--- src/rtl/pic_pkg.sv ---
// Shared types and default timing for the PIC interrupt-acknowledge sequencer.
package pic_pkg;

   typedef enum logic [2:0] {
      ST_IDLE,
      ST_P1_LOW,
      ST_GAP,
      ST_P2_LOW,
      ST_HOLD,
      ST_RECOVER
   } inta_state_t;

   localparam int unsigned PULSE   = 2;
   localparam int unsigned GAP     = 2;
   localparam int unsigned RECOVER = 4;

   typedef logic [7:0] vec_t;

   function automatic int unsigned max3(input int unsigned a, input int unsigned b,
                                        input int unsigned c);
      int unsigned m;
      m = (a > b) ? a : b;
      return (m > c) ? m : c;
   endfunction

endpackage

--- src/rtl/sync2.sv ---
// Generic two-flop synchronizer for asynchronous PIC-side inputs; resets to zero.
module sync2 #(
   parameter int unsigned WIDTH = 1
) (
   input  logic             CLK,
   input  logic             RST_N,
   input  logic [WIDTH-1:0] d,
   output logic [WIDTH-1:0] q
);

   logic [WIDTH-1:0] meta;

   always_ff @(posedge CLK or negedge RST_N) begin
      if (!RST_N) begin
         meta <= '0;
         q    <= '0;
      end else begin
         meta <= d;
         q    <= meta;
      end
   end

endmodule

--- src/rtl/pic_inta_sequencer.sv ---
// CPU-side INTA controller: runs the two-pulse acknowledge cycle, captures the
// vector from the PIC and presents it to the core through a valid/ack handshake.
module pic_inta_sequencer
   import pic_pkg::*;
#(
   parameter int unsigned PULSE_CYCLES   = PULSE,
   parameter int unsigned GAP_CYCLES     = GAP,
   parameter int unsigned RECOVER_CYCLES = RECOVER
) (
   input  logic       CLK,
   input  logic       RST_N,
   input  logic       INT,
   input  vec_t       D,
   output logic       INTA,
   input  logic       EN,
   output vec_t       VEC,
   output logic       VEC_VALID,
   input  logic       VEC_ACK,
   output logic       BUSY,
   output logic [7:0] ACK_COUNT
);

   localparam int unsigned CNT_MAX = max3(PULSE_CYCLES, GAP_CYCLES, RECOVER_CYCLES);
   localparam int unsigned CNT_W   = (CNT_MAX > 1) ? $clog2(CNT_MAX) : 1;

   typedef logic [CNT_W-1:0] cnt_t;

   localparam cnt_t PULSE_LD   = cnt_t'(PULSE_CYCLES - 1);
   localparam cnt_t GAP_LD     = cnt_t'(GAP_CYCLES - 1);
   localparam cnt_t RECOVER_LD = cnt_t'(RECOVER_CYCLES - 1);

   inta_state_t state, state_d;
   cnt_t        cnt, cnt_d;
   logic        inta_q, inta_d;
   vec_t        vec_q, vec_d;
   logic        valid_q, valid_d;
   logic [7:0]  ack_cnt_q, ack_cnt_d;
   logic        int_s;
   logic        cnt_zero;

   sync2 #(.WIDTH(1)) u_int_sync (
      .CLK   (CLK),
      .RST_N (RST_N),
      .d     (INT),
      .q     (int_s)
   );

   always_ff @(posedge CLK or negedge RST_N) begin
      if (!RST_N) begin
         state     <= ST_IDLE;
         cnt       <= '0;
         inta_q    <= 1'b1;
         vec_q     <= '0;
         valid_q   <= 1'b0;
         ack_cnt_q <= '0;
      end else begin
         state     <= state_d;
         cnt       <= cnt_d;
         inta_q    <= inta_d;
         vec_q     <= vec_d;
         valid_q   <= valid_d;
         ack_cnt_q <= ack_cnt_d;
      end
   end

   assign cnt_zero = (cnt == '0);

   // One shared down-counter, reloaded with (duration-1) on every timed-state entry.
   always_comb begin
      state_d   = state;
      cnt_d     = cnt;
      inta_d    = inta_q;
      vec_d     = vec_q;
      valid_d   = valid_q;
      ack_cnt_d = ack_cnt_q;
      case (state)
         ST_IDLE: begin
            if (int_s && EN) begin
               state_d = ST_P1_LOW;
               cnt_d   = PULSE_LD;
               inta_d  = 1'b0;
            end
         end
         ST_P1_LOW: begin
            if (cnt_zero) begin
               state_d = ST_GAP;
               cnt_d   = GAP_LD;
               inta_d  = 1'b1;
            end else begin
               cnt_d = cnt - 1'b1;
            end
         end
         ST_GAP: begin
            if (cnt_zero) begin
               state_d = ST_P2_LOW;
               cnt_d   = PULSE_LD;
               inta_d  = 1'b0;
            end else begin
               cnt_d = cnt - 1'b1;
            end
         end
         ST_P2_LOW: begin
            if (cnt_zero) begin
               state_d   = ST_HOLD;
               cnt_d     = '0;
               inta_d    = 1'b1;
               vec_d     = D;
               valid_d   = 1'b1;
               ack_cnt_d = ack_cnt_q + 8'd1;
            end else begin
               cnt_d = cnt - 1'b1;
            end
         end
         ST_HOLD: begin
            if (VEC_ACK) begin
               state_d = ST_RECOVER;
               cnt_d   = RECOVER_LD;
               valid_d = 1'b0;
            end
         end
         ST_RECOVER: begin
            if (cnt_zero) begin
               state_d = ST_IDLE;
               cnt_d   = '0;
            end else begin
               cnt_d = cnt - 1'b1;
            end
         end
         default: begin
            state_d = ST_IDLE;
            cnt_d   = '0;
            inta_d  = 1'b1;
            valid_d = 1'b0;
         end
      endcase
   end

   assign INTA      = inta_q;
   assign VEC       = vec_q;
   assign VEC_VALID = valid_q;
   assign BUSY      = (state != ST_IDLE);
   assign ACK_COUNT = ack_cnt_q;

endmodule

--- config.mk ---
export PLATFORM = sky130hd
export DESIGN_NAME = pic_inta_sequencer
export DESIGN_NICKNAME = d
export VERILOG_FILES = /design/src/rtl/pic_pkg.sv /design/src/rtl/sync2.sv /design/src/rtl/pic_inta_sequencer.sv
export SDC_FILE = /design/constraint.sdc
export NUM_CORES = 1
export LEC_CHECK = 0
export ABC_AREA = 1
export CAP_MARGIN = 25
export CORE_MARGIN = 5
export CORE_UTILIZATION = 45
export CTS_BUF_LIST = sky130_fd_sc_hd__clkbuf_4 sky130_fd_sc_hd__clkbuf_8 sky130_fd_sc_hd__clkbuf_16
export CTS_CLUSTER_SIZE = 8
export DETAILED_ROUTE_END_ITERATION = 12
export HOLD_SLACK_MARGIN = 0.12
export PLACE_DENSITY_LB_ADDON = 0.05
export SETUP_SLACK_MARGIN = 0.02
export SYNTH_ARGS = -nofsm -noshare
export SYNTH_HDL_FRONTEND = slang
export SYNTH_SLANG_ARGS = --single-unit
--- constraint.sdc ---
create_clock -name CLK -period 1.5 [get_ports CLK]
set_input_delay 0.225 -clock CLK [delete_from_list [all_inputs] [get_ports CLK]]
set_output_delay 0.225 -clock CLK [all_outputs]
set_load 0.005 [all_outputs]
==> reports/metrics.yaml <==
status: "completed"
p_clk_frac: 0.098
hold_viol: 0
nNetsFinal: 224
end_kind: "output pin"
area_delta_synth_final_pct: 42.0
vias: 1171
wl_mm: 3.05
cpMaxStageDelayCell: "clkdlybuf4s50_1"
final_cell_mix: "69 x nand2_1, 23 x clkdlybuf4s50_1, 21 x dfrtp_1"
drc_errors: 0
grt_antenna_before_repair: 0
clock_path_buffers: 2
crit_arrival_ps: 1210
critPathLaunchType: "flip-flop"
clk_pin_slew_ps: 130
fp.dieH_um: 63.0
setup_violations: 0
cts_tree: "built"
grt_pass1_vias: 1224
skew_ps: 6.82
yosysSeqAreaShare: 0.496
dieArea_mm2: 0.00397
grt_overflow_total: 0
synthSimpleGateAreaFrac: 0.360
place_congestion: 0.875
synth_compound_area_frac: 0.0158
drive_gt1_frac: 0.191
total_leakage_power_nw: 1.00
synthMuxAreaShare: 0
ys_seq_elements: 25
viasPerCell: 4.88
tightest_slew_ps: 429
drt-initial-drc-count: 45
ys.warnings.count: 0
postCtsHoldBufs: 0
port_buffers: 31
ios: 32
drtPass1Iterations: 4
cts_htree_levels: 1
synth_cells: 158
p_switching_w: 0.00124
synth_fa_ha_area_frac: 0.00990
crit_type: "flip-flop to output pin"
worstReg2RegEnd: "VEC[1]"
crit_start: "ACK_COUNT[1]"
syn_nets: 172
std_cell_rows: 19
yosysUniqueCellTypes: 21
fmax_mhz: 698
layout.cells.non_filler: 240
p_int_w: 0.00191
grt_use_total: 0.162
cts_buffers: 3
grt_pass1_wl_mm: 5.24
hold_class: "input pin to asynchronous set/reset pin"
clkLatencyLatePin_ps: 310
cap_violations: 0
critPathMaxFanout: 2
dp_hpwl_mm: 2.09
crit_chain: "clkdlybuf4s50_1"
maxSlewHeadroom: 0.713
grt_max_degree: 26
cts_root_buf: "clkbuf_4"
required_ps: 1270
die_w_um: 63.0
power_frac_comb: 0.554
final_common_cell: "nand2_1"
syn_area_mm2: 0.00126
cts_sinks: 25
synthXorXnorAreaFrac: 0.0406
rsz0062_at_grt: "yes"
period_share: 0.955
core_area_mm2: 0.00273
switching_share: 0.395
ir_drop_uv: 1100
cp.buffers_inverters: 1
fin_crit_ps: 1430
r2r_slack_ps: 80
maxSlewViolCount: 0
power_frac_seq: 0.348
ant_nets: 0
powerDensity_mw_per_mm2: 1750
synth_top_family_by_area: "simple AND/OR/NAND/NOR gates"
reg2reg_from: "state[1]"
reg2reg_depth: 8
dp.cells: 221
post-route-util: 0.656
initial_core_util: 0.462
wl_per_cell_um: 12.7
synth_area_per_cell_um2: 8.00
antenna_cells: 0
path_delay_family: "buffers and inverters"
critical_path.max_stage_delay_ps: 510
==> kinds of logic (layout without fill, tap and decap cells) <==
kind of cell | Yosys count | in the layout
and+or+nand+nor | 104 | 104
DFF | 25 | 25
buffers and inverters | 19 | 70
xor gates and xnor gates | 5 | 5
AOI/OAI and AO/OA | 4 | 4
adders and majority gates | 1 | 1
==> layer usage <==
layer	track usage	up-vias	wire [um]
met4	0.0557	0	20
met3	0.0414	2	123
met2	0.288	20	1550
met5	0	-	0
li1	-	586	-
met1	0.186	563	1360
==> worst max-delay path by stage <==
stage / to / slack (ps) / cells past startpoint
after floorplan: state[1] / 360 / 7
after global placement: BUSY / 150 / 3
after detailed placement: BUSY / 130 / 3
after CTS: ACK_COUNT[4] / 30 / 1
after global routing: VEC[6] / -20 / 8
final: ACK_COUNT[1] / 70 / 1
==> what timing repair did <==
| item | CTS | global route |
|---|---|---|
| pin swaps | 0 | 2 |
| setup buffers | 9 | 6 |
| resized for setup | 5 | 8 |
| setup endpoints to repair | 8 | 11 |
==> per-stage QoR <==
stage	total power, W	setup TNS (ps)	hold WS (ps)	area [um2]	worst slack, ps
floorplan	0.00198	0	-70.6	1260	355
global placement	0.00259	0	337	1610	145
detailed placement	0.00262	0	347	1610	131
CTS	0.00306	0	267	1710	30.2
global route	0.00343	-17.6	274	1790	-17.6
finish	0.00315	0	262	1790	67.5
==> cell usage after synthesis (all sizes together) <==
library cell | n | area (um2)
nand4 | 4 | 25.0
dfrtp | 24 | 601
nand2 | 71 | 277
nor2 | 17 | 88.8
buf | 4 | 41.3
xor2 | 3 | 33.8
nand3 | 12 | 65.1
dfstp | 1 | 26.3
inv | 15 | 56.3
ha | 1 | 12.5
xnor2 | 2 | 17.5
o21ai | 4 | 20.0
==> power by group through the flow <==
stage / clock (W) / sequential [W] / combinational [W]
2_1_floorplan: 0 / 0.00113 / 0.000847
3_3_place_gp: 0 / 0.00118 / 0.00141
3_5_place_dp: 0 / 0.00119 / 0.00144
4_1_cts: 0.000319 / 0.00110 / 0.00165
5_1_grt: 0.000356 / 0.00112 / 0.00195
6_report: 0.000307 / 0.00110 / 0.00174
==> cell type report <==
| type | count | area (um2) |
|---|---|---|
| flip-flops and latches | 25 | 631 |
| fillers | 234 | 940 |
| clock buffers | 4 | 30.0 |
| inverters | 15 | 56.3 |
| repair buffers | 51 | 485 |
| well taps | 31 | 38.8 |
| multi-input cells | 114 | 553 |
==> state kept, by name (all words and copies together) (netlist names) <==
register / flops
INTA: 1
u_int_sync.meta: 1
VEC: 8
VEC_VALID: 1
u_int_sync.q: 1
cnt: 2
state: 3
ACK_COUNT: 8
No activity file was read; power rests on OpenSTA's default activity.
